## src/rtl/x_uart_rx_cfg.sv

```systemverilog
// x_uart_rx_cfg - configurable UART receiver (5..8 data bits, none/odd/even
// parity, 1 or 2 stop bits) with start-bit glitch rejection and per-frame
// error reporting. Emits one status-qualified byte per received frame.
//
// Parameters:
//   p_clk_hz     core clock frequency in Hz
//   p_baud       line baud rate
//   p_data_bits  data bits per frame, 5..8
//   p_parity     0 = none, 1 = odd, 2 = even
//   p_stop_bits  stop bits, 1 or 2
//
// Ports:
//   i_clk          core clock, all logic on the rising edge
//   i_rst          synchronous active-high reset
//   i_rx           asynchronous serial input, idle high
//   o_valid        one-cycle pulse when a frame completes
//   o_data         received data, LSB-aligned, unused upper bits read 0
//   o_parity_err   parity mismatch on the last frame
//   o_frame_err    at least one stop bit sampled low on the last frame
//   o_break        last frame was all-zero data/parity with a frame error
//
// Handshake: o_valid is a single-cycle strobe with no back-pressure; o_data
// and the three flags change only in the o_valid cycle and hold until the
// next completion, so a consumer may sample them on or after the strobe.
//
// Build option: define X_UART_RX_MAJORITY_EN to replace the single sample
// at each bit point with a 3-sample majority vote around that point.
//
// The FSM state is held in 'state' (type state_t) for observation.

module x_uart_rx_cfg #(
  parameter int p_clk_hz    = 1200000,
  parameter int p_baud      = 115200,
  parameter int p_data_bits = 8,
  parameter int p_parity    = 0,
  parameter int p_stop_bits = 1
) (
  input  logic       i_clk,
  input  logic       i_rst,
  input  logic       i_rx,
  output logic       o_valid,
  output logic [7:0] o_data,
  output logic       o_parity_err,
  output logic       o_frame_err,
  output logic       o_break
);

  localparam int T  = p_clk_hz / p_baud;
  localparam int H  = T / 2;
  localparam int TW = $clog2(T + 1);

  localparam logic [TW-1:0] T_W = TW'(T);
  localparam logic [TW-1:0] H_W = TW'(H);
  localparam logic [TW-1:0] ONE_W = TW'(1);
  localparam logic [2:0]    LAST_BIT  = 3'(p_data_bits - 1);
  localparam logic          LAST_STOP = 1'(p_stop_bits - 1);
  // Value that (data XOR parity bit) must take for a good frame.
  localparam logic          PAR_EXP   = (p_parity == 1);

  if (T < 4 || p_data_bits < 5 || p_data_bits > 8 || p_parity < 0 ||
      p_parity > 2 || p_stop_bits < 1 || p_stop_bits > 2) begin : g_cfg_err
    $error("x_uart_rx_cfg: unsupported parameter combination");
  end

  typedef enum logic [2:0] {
    S_IDLE,
    S_START,
    S_DATA,
    S_PARITY,
    S_STOP
  } state_t;

  state_t        state, state_n;
  logic [TW-1:0] timer, timer_n;

  logic          sync1, rx_s, rx_prev;
  logic [2:0]    bit_cnt;
  logic          stop_cnt;
  logic [7:0]    shreg;
  logic          par_acc, par_bit, perr, ferr;

  logic          fall, sample_evt, samp;
  logic          clear_frame, take_data, take_par, take_stop, done;
  logic          ferr_final;

  assign fall = ~rx_s & rx_prev;

  // START samples at the half-bit point, every other state at a full bit.
  assign sample_evt = (state == S_START) ? (timer == H_W) :
                      (state != S_IDLE) && (timer == T_W);

`ifdef X_UART_RX_MAJORITY_EN
  // rx_prev is rx_s one cycle before the point and sync1 is the value rx_s
  // takes one cycle after it, so the vote spans point-1..point+1 while the
  // decision still lands on the sample-event cycle.
  assign samp = (rx_prev & rx_s) | (rx_prev & sync1) | (rx_s & sync1);
`else
  assign samp = rx_s;
`endif

  assign ferr_final = ferr | ~samp;

  always_comb begin
    state_n     = state;
    timer_n     = timer + ONE_W;
    clear_frame = 1'b0;
    take_data   = 1'b0;
    take_par    = 1'b0;
    take_stop   = 1'b0;
    done        = 1'b0;
    // The sample cycle is tick 0 of the following bit period, hence reload 1.
    if (sample_evt) timer_n = ONE_W;
    case (state)
      S_IDLE: begin
        timer_n = '0;
        // The fall cycle itself counts as tick 0 of the start bit.
        if (fall) begin
          state_n = S_START;
          timer_n = ONE_W;
        end
      end
      S_START: begin
        if (sample_evt) begin
          if (samp) begin
            state_n = S_IDLE;
            timer_n = '0;
          end else begin
            state_n     = S_DATA;
            clear_frame = 1'b1;
          end
        end
      end
      S_DATA: begin
        if (sample_evt) begin
          take_data = 1'b1;
          if (bit_cnt == LAST_BIT) state_n = (p_parity != 0) ? S_PARITY : S_STOP;
        end
      end
      S_PARITY: begin
        if (sample_evt) begin
          take_par = 1'b1;
          state_n  = S_STOP;
        end
      end
      S_STOP: begin
        if (sample_evt) begin
          take_stop = 1'b1;
          if (stop_cnt == LAST_STOP) begin
            done    = 1'b1;
            state_n = S_IDLE;
            timer_n = '0;
          end
        end
      end
      default: begin
        state_n = S_IDLE;
        timer_n = '0;
      end
    endcase
  end

  always_ff @(posedge i_clk) begin
    if (i_rst) begin
      sync1        <= 1'b1;
      rx_s         <= 1'b1;
      rx_prev      <= 1'b1;
      state        <= S_IDLE;
      timer        <= '0;
      bit_cnt      <= '0;
      stop_cnt     <= 1'b0;
      shreg        <= '0;
      par_acc      <= 1'b0;
      par_bit      <= 1'b0;
      perr         <= 1'b0;
      ferr         <= 1'b0;
      o_valid      <= 1'b0;
      o_data       <= '0;
      o_parity_err <= 1'b0;
      o_frame_err  <= 1'b0;
      o_break      <= 1'b0;
    end else begin
      sync1   <= i_rx;
      rx_s    <= sync1;
      rx_prev <= rx_s;
      state   <= state_n;
      timer   <= timer_n;
      o_valid <= done;

      if (clear_frame) begin
        bit_cnt  <= '0;
        stop_cnt <= 1'b0;
        shreg    <= '0;
        par_acc  <= 1'b0;
        par_bit  <= 1'b0;
        perr     <= 1'b0;
        ferr     <= 1'b0;
      end

      // Writing by index keeps data LSB-aligned for any width; bits above
      // p_data_bits stay at their cleared value of 0.
      if (take_data) begin
        shreg[bit_cnt] <= samp;
        par_acc        <= par_acc ^ samp;
        bit_cnt        <= bit_cnt + 3'd1;
      end

      if (take_par) begin
        par_bit <= samp;
        perr    <= ((par_acc ^ samp) != PAR_EXP);
      end

      if (take_stop) begin
        ferr     <= ferr_final;
        stop_cnt <= stop_cnt + 1'b1;
      end

      // The last stop sample is folded in directly so all outputs update
      // together on the cycle after it.
      if (done) begin
        o_data       <= shreg;
        o_parity_err <= perr;
        o_frame_err  <= ferr_final;
        o_break      <= (shreg == 8'h00) && !par_bit && ferr_final;
      end
    end
  end

endmodule
```

## config.mk

```make
export PLATFORM = sky130hd
export DESIGN_NAME = x_uart_rx_cfg
export DESIGN_NICKNAME = d
export VERILOG_FILES = /design/src/rtl/x_uart_rx_cfg.sv
export SDC_FILE = /design/constraint.sdc
export NUM_CORES = 1
export LEC_CHECK = 0
export ABC_CLOCK_PERIOD_IN_PS = 3800
export BUFFER_PORTS_ARGS = -buffer_cell sky130_fd_sc_hd__buf_2
export CAP_MARGIN = 5
export CORE_UTILIZATION = 50
export DETAILED_ROUTE_END_ITERATION = 10
export HOLD_SLACK_MARGIN = 0.03
export PLACE_DENSITY = 0.74
export SYNTH_ARGS = -nofsm -noshare
export SYNTH_HDL_FRONTEND = slang
export SYNTH_SLANG_ARGS = --single-unit
```

## constraint.sdc

```tcl
create_clock -name i_clk -period 3.8 [get_ports i_clk]
set_clock_uncertainty 0.15 [all_clocks]
set_input_delay 0.19 -clock i_clk [delete_from_list [all_inputs] [get_ports i_clk]]
set_output_delay 0.19 -clock i_clk [all_outputs]
set_load 0.1 [all_outputs]
```

==> run summary, run 1 <==
After legalization and detailed placement, the total HPWL measured 2.324 mm. Final hold analysis gives a worst-case slack of 0.1439 ns. The worst hold path was traced through 2 stages. Dividing the detail-routed wire length by the instance count gives 13.61 µm. The number of enable flip-flop cells after synthesis is 0.

After detailed routing, no signal wire sits above met4. The first global-routing pass estimated 5.533 mm of wire. For the finished layout, the period the worst path requires is 2.303 ns.

The startpoint identified for the worst register-to-register timing path is state[0]. dfxtp_1 is the most common cell in the netlist. For this run, the register share of the synthesized area comes to 44.38%.

For the leakage power summed over all cells, the log shows 0.7405 nW. VDD sags by at most 0.1547 mV. The final cell count without fillers was 237. The category of the worst setup path capture point is a register. The cell count after synthesis was 181; the max capacitance violation total was 0. Number of routed nets with antenna violations: 0.

After routing the design area is 0.001859 mm². The repair_antennas step left the layout with diodes totalling 0. The tools report the post-synthesis instance area as 0.001714 mm². Among cell families on the critical path, the largest total delay comes from simple AND/OR/NAND/NOR gates. The most instantiated flip-flop cell in the synthesis netlist was dfxtp_1. The overall power consumption is 0.0006413 W. The area fraction of the dominant cell type after synthesis works out to 44.38%. The run gives 0 as the number of design rule violations left after detail routing.

The tools report the aggregate global routing overflow as 0. Port buffering added 14 buffers. After synthesis, the share of flip-flops with an asynchronous set or reset is 0%. The required time of the worst setup path is 3.88 ns. The worst hold path begins at i_rst. For this run, the number of Yosys warnings is 0. The maximum level of the CTS H-tree was 2. For the number of antenna violations at the first check in global routing, the log shows 0. The area growth from synthesis to final layout came out at 8.467%. In this run the tightest slew margin relative to its limit is 36.23%. The tools report the number of sinks on the clock net as 38. Setup repair after global routing left no endpoint under its margin.

For this design, the slowest cell found on the critical path is nor3_2. In this run, distinct cell masters in the synthesized netlist total 42. After synthesis, the most frequently instantiated cells are dfxtp_1 (38), nor2_1 (17), mux2i_1 (16).

The flow ran to the end, and the final reports show no timing, DRC or antenna violations. The clock input transition at the sequential cells of the worst setup and hold paths came out at 0.11 ns. STA puts the critical path data arrival time at 2.38 ns.

The cell area reported after detailed placement was 0.001789 mm²; the quantity of gates resized following cts was 0. The later-pin clock latency in the skew report is 0.35 ns. TritonCTS built the clock tree. The wire length after detailed routing is 3.225 mm. The number of buffers and inverters on the critical path is 0. The number of hold violations in the final report was 0; the post-synthesis average cell area was 9.470 µm². The total nets after synthesis was 189; the total vias in the final route was 1,335. In this run the worst setup path begins at state[0]. Sorting the synthesized cells by area gives the leading types as dfxtp_1 (44%), mux2i_1 (9.3%), nor2_1 (3.7%). Critical path depth: 4. Buffers added to address setup during post-CTS repair amount to 0. The tools report the final layout net count as 200. Traced cell by cell, the critical path runs through or3b_1, nor3_2, mux2i_1, nor2_1. The number of hold-repair buffers added at the cts stage is 1, and the final worst-path cycle share is 60.61%. Ratio of cells with drive above 1 in the final layout: 16.58%. The peak fanout along the critical path is 12. The floorplan has 20 rows.

The logs give 0.9345 for the placer congestion estimate and 2 for the maximum number of buffers from clock root to sink. The dominant cell type by area after synthesis is dfxtp_1. The path class of the lowest-slack min-delay path was in2reg. The largest stage delay on the critical path is 0.78 ns, and the routed length on met2 is 1.498 mm. The number of placed instances, taps included is 228.

For this design the ratio of total power to cell area is 344.9 mW/mm². In the final routing, the length of wire on met1 measures 1.483 mm. The routed wire length on met3 was 157 µm. The synthesized flop and latch total was 38; the length of the first detailed-routing pass in iterations was 4. The worst setup path is of the reg2reg kind. The largest net degree at the start of global routing is 33, and the vias per cell is 5.633. At the pin with the least slew margin, the transition time is 0.9514 ns. The logs give 0 ns for the sum of negative setup slack and 0 for the final number of setup-violating endpoints. During I/O placement, the number of pins put on the boundary was 15. CTS placed an instance of clkbuf_4 at the clock tree root. The overall global routing resource usage is 20.77%, and the peak clock frequency supported by timing is 434.2 MHz. Clock tree synthesis inserted a total of 5 buffers. From left edge to right edge, the die measures 60.55 µm. The worst setup path is launched from a register. The die boundary height is 60.55 µm. For the worst flop-to-flop path, the logic depth is 4.

For this configuration, the core starts out at a cell density of 54.37%. The tools report the number of max-slew violations in the final report as 0. The tools report the number of global-route vias before repair as 1,211. For the violation count after the first detailed-routing iteration, the log shows 62.

The area inside the core boundary was 0.003153 mm²; the total die area was 0.003666 mm².
==> through the flow <==
step / setup WS, ns / util, %
after floorplan: 1.930 / -
after global routing: 1.347 / 58.97
after global placement: 1.615 / 56.75
after CTS: 1.496 / 58.97
after detailed placement: 1.533 / 56.75
final: 1.497 / 58.97
==> layer usage <==
metal | GRT usage, % | up-vias
met4 | 11.69 | 0
met2 | 30.93 | 39
met5 | 0 | -
met3 | 5.757 | 9
met1 | 27.11 | 630
li1 | - | 657
==> flip-flops by register name, indices dropped and copies added, names as in the netlist <==
signal	flops
bit_cnt	3
ferr	1
o_break	1
o_data	8
o_frame_err	1
o_parity_err	1
o_valid	1
par_acc	1
par_bit	1
perr	1
rx_prev	1
rx_s	1
shreg	8
state	3
stop_cnt	1
sync1	1
timer	4
==> cell type report <==
type | count | area, µm²
repair buffers | 15 | 80.08
inverters | 2 | 7.507
well taps | 44 | 55.05
clock buffers | 7 | 55.05
clock inverters | 1 | 5.005
flip-flops and latches | 38 | 760.7
multi-input cells | 130 | 895.9
fillers | 279 | 1294
==> placed cells by master (no fill, tap or decap), types with 2 or more instances in the layout <==
cell,netlist,routed
dfxtp_1,38,38
nor2_1,17,17
mux2i_1,16,16
nand2_1,15,15
buf_2,1,14
a21oi_1,12,12
nand3_1,11,11
ha_1,5,5
clkbuf_4,0,5
nor3_1,4,4
nor2b_1,4,4
nand2b_1,4,4
or3_1,4,4
nand4b_1,3,3
or2_2,3,3
inv_1,2,2
nor3_2,2,2
and3_1,2,2
xor2_1,2,2
o311ai_1,2,2
and2_1,2,2
nand4_1,2,2
o21bai_1,2,2
a311oi_1,2,2
==> path summary, 6_finish.rpt <==
check / endpoint / slack (ns)
max: o_data[6] / 1.50
min: ferr / 0.14
max reg2reg: o_data[6] / 1.50
min reg2reg: rx_s / 0.27
==> cells by family after synthesis <==
logic type | synth area share (%)
simple gates | 28.32
xor+xnor | 1.533
mux | 10.00
flops | 44.38
fa+ha+maj | 3.650
compound gates | 8.759
buf+inv | 3.357
==> worst register-to-register path, cell delays in order (launching register included) <==
cell and delay, ns:
dfxtp_1 0.43, or3b_1 0.48, nor3_2 0.78, mux2i_1 0.29, nor2_1 0.06
==> power breakdown <==
| group | switching [W] | internal, W |
|---|---|---|
| Sequential | 0.00000398 | 0.000401 |
| Clock | 0.000129 | 0.0000896 |
| Combinational | 0.0000119 | 0.00000667 |
Note: power is estimated with default switching activity, not from simulation.
==> run 2: changes to the inputs <==
--- a/config.mk
+++ b/config.mk
@@ -5,7 +5,7 @@
 export SDC_FILE = /design/constraint.sdc
 export NUM_CORES = 1
 export LEC_CHECK = 0
-export ABC_CLOCK_PERIOD_IN_PS = 3800
+export ABC_CLOCK_PERIOD_IN_PS = 2170
 export BUFFER_PORTS_ARGS = -buffer_cell sky130_fd_sc_hd__buf_2
 export CAP_MARGIN = 5
 export CORE_UTILIZATION = 50
==> constraint.sdc (replaced) <==
create_clock -name i_clk -period 2.17 [get_ports i_clk]
set_clock_uncertainty 0.15 [all_clocks]
set_input_delay 0.1085 -clock i_clk [delete_from_list [all_inputs] [get_ports i_clk]]
set_output_delay 0.1085 -clock i_clk [all_outputs]
set_load 0.1 [all_outputs]
==> run 2 against run 1 <==
Effect of this change: via count down 1.6%; sequential power up 75%; critical path type unchanged; final area up 1.2%; die area unchanged.
==> run summary, run 2 (synthesized netlist as in run 1, its figures left out) <==
Cells with a size suffix above 1 make up 18.88% of the layout. Number of antenna violations at the first check in global routing: 0. The part of the total power dissipated in combinational logic is 3.4%. After detailed routing, the wire length on met1 is 1.528 mm. The run finished with clean final reports.

The worst path buffer plus inverter count is 1, and the transition at the pin with the smallest max-transition slack is 0.5474 ns. The run gives 0 as the number of hold violations in the final report. The maximum level of the CTS H-tree was 2. The tools report the number of global-route vias before repair as 1,310. The number of max-slew violations in the final report is 0, and the clock buffer count from CTS is 5. The logs give 2.29 ns for the required time of the worst setup path and 0.001882 mm² for the total non-filler cell area in the finished layout. Summed over all cells, the static leakage comes to 0.7588 nW. The logs give 0.1872 ns for the setup slack of the critical path after layout and 2.306 mm for the detailed placement HPWL. The max capacitance violation total was 0.

In this run the standard cell core region covers 0.003153 mm². Entering global routing, the biggest net connects 33 pins. In the final design database the tool counted 204 nets. The critical path goes through inv_1, ha_1, nand3b_4, or3_4, nor4b_2, mux2i_1. For this run, the detailed router's first-pass iteration total came to 4. The number of placed instances, taps included is 232. The startpoint-to-endpoint class of the critical path was reg2reg. The tools report the number of design rule violations left after detail routing as 0.

TritonCTS built the clock tree. Setup repair after global routing left no endpoint under its margin. Summed over all nets, the switching power comes to 0.0002491 W. The area growth from synthesis to layout is 9.781%. Final worst-path cycle share: 91.37%. Measured along the y axis, the die boundary spans 60.55 µm. Setup total negative slack on the finished layout was measured at 0 ns. Summed over all nets, wire length on met2 after detailed routing comes to 1.534 mm. The run gives 20 as the row count. The overall die width works out to 60.55 µm. After detailed routing, the average wire length per cell comes to 13.51 µm. Fill cells in the final layout number 292. For this run, the top clock speed supported by timing is 504.3 MHz.

The category of the worst setup path capture point was a register. After the flow finishes, the layout carries non-filler instances totaling 240. For the overall global routing resource usage, the log shows 20.77%. Dividing the detail-routed via count by the number of cells gives 5.475. Headroom to the max-slew limit came out at 63.50%. Summing all multi-input logic gate instances after layout gives 900.9 µm².

The largest single stage delay on the critical path is 0.46 ns. The number of input and output port buffers inserted is 14. After the first detailed-routing iteration, the DRC count stood at 74.

The worst path arrival time is 2.10 ns. The category of the worst setup path launch point was a register. VDD sags by at most 0.2559 mV. The wire length after detailed routing is 3.242 mm, and the clock period minus final worst setup slack is 1.983 ns. Setup violations remaining at the end of the flow were counted as 0. Internal cell power: 0.0008322 W. The tools report the maximum number of buffers from clock root to sink as 2.

Clock-pin slew was measured on the worst setup and hold paths at 0.12 ns. Highest metal layer used by the detailed router: met4. Clock tree synthesis selected as its root buffer the cell clkbuf_4. During I/O placement, the number of pins put on the boundary was 15.

Summing internal, switching and leakage power gives 0.001081 W. The largest registers in the layout are o_data: 8 flops, shreg: 8 flops, timer: 4 flops. The most common cell after layout, fill and taps aside is dfxtp_1. The tools report the starting density of the core as 54.37%. The library cells used most frequently in the layout, excluding fill and tap cells, are dfxtp_1 (38), nor2_1 (17), mux2i_1 (16), nand2_1 (15), buf_2 (14). Wire segments on met3 add up to 117 µm in the final route.

For the number of sinks on the clock net, the log shows 38. In this design, the largest share of critical-path delay is due to simple AND/OR/NAND/NOR gates. The clock network accounts for 31.2% of the total power. Across all layers, the routed design uses 1,314 vias. For the later-pin clock latency in the skew report, the log shows 0.34 ns. Dividing total power by cell area gives a power density of 574.6 mW/mm². The footprint of the flip-flops and latches was 760.7 µm²; the power share of the sequential group was 65.4%. The first global-routing pass estimated 5.699 mm of wire.

The switching power share of the total is 23.04%, and the peak fanout along the critical path is 8. The run gives 0 as the number of routed nets with antenna violations. At the end of routability-driven placement, the weighted congestion stood at 0.8113.

The slowest stage of the critical path is the or3_4 cell. Cell area reported after detailed placement: 0.001819 mm². The tools report the aggregate global routing overflow as 0.

The die covers 0.003666 mm². The number of diodes came out at 0. The path class of the tightest hold or removal check is in2reg. OpenSTA, run right after detailed placement, puts the worst setup slack at 0.1294 ns.
## run 2: cell types whose count changed in the layout (fill, tap and decap cells not counted)
cell / before / now
buf_4: 0 / 4
clkinv_2: 1 / 2
clkbuf_1: 1 / 0
or3_4: 0 / 1
or3_1: 4 / 3
clkbuf_8: 1 / 0
## run 2: path summary, 6_finish.rpt
check                 from        end  slack (ns)  cells past startpoint
setup reg to reg  timer[0]   shreg[2]        0.19                      6
setup / recovery  timer[0]   shreg[2]        0.19                      6
hold reg to reg      sync1       rx_s        0.27                      1
hold / removal       i_rst  o_data[0]        0.07                      2
## run 2: final cells by class
| type | instances | area share, % |
|---|---|---|
| clock buffers | 5 | 1.995 |
| flip-flops and latches | 38 | 40.43 |
| well taps | 44 | 2.926 |
| repair buffers | 19 | 5.851 |
| inverters | 2 | 0.3989 |
| multi-input cells | 130 | 47.87 |
| clock inverters | 2 | 0.5319 |
## run 2: repair_timing
action / 4_1_cts / 5_1_grt
resized for setup: 0 / 1
hold buffers: 1 / 0
setup buffers: 0 / 0
endpoints found under the hold margin: 1 / 0
endpoints found under the setup margin: 0 / 3
## run 2: power groups by stage
| stage | sequential [W] | clock [W] | combinational (W) |
|---|---|---|---|
| floorplan | 0.000719 | 0 | 0.0000283 |
| global placement | 0.000723 | 0 | 0.0000341 |
| detailed placement | 0.000723 | 0 | 0.0000353 |
| CTS | 0.000707 | 0.000343 | 0.0000367 |
| global route | 0.000709 | 0.000382 | 0.0000413 |
| finish | 0.000707 | 0.000337 | 0.0000369 |
## run 2: metal layers
metal / vias up / GRT usage (%)
li1: 669 / -
met1: 608 / 27.28
met2: 30 / 32.97
met3: 7 / 3.838
met4: 0 / 10.06
met5: - / 0
## run 2: worst reg2reg max path, stage by stage, from the launching register on
cell,delay (ns)
dfxtp_1,0.36
inv_1,0.09
ha_1,0.22
nand3b_4,0.14
or3_4,0.46
nor4b_2,0.27
mux2i_1,0.21
## run 2: metrics by stage
stage	hold WS [ns]	utilization, %
4_1_cts	0.06877	59.52
6_report	0.07138	59.68
3_5_place_dp	0.1438	57.70
2_1_floorplan	0.06231	-
5_1_grt	0.09881	59.68
3_3_place_gp	0.1437	57.70
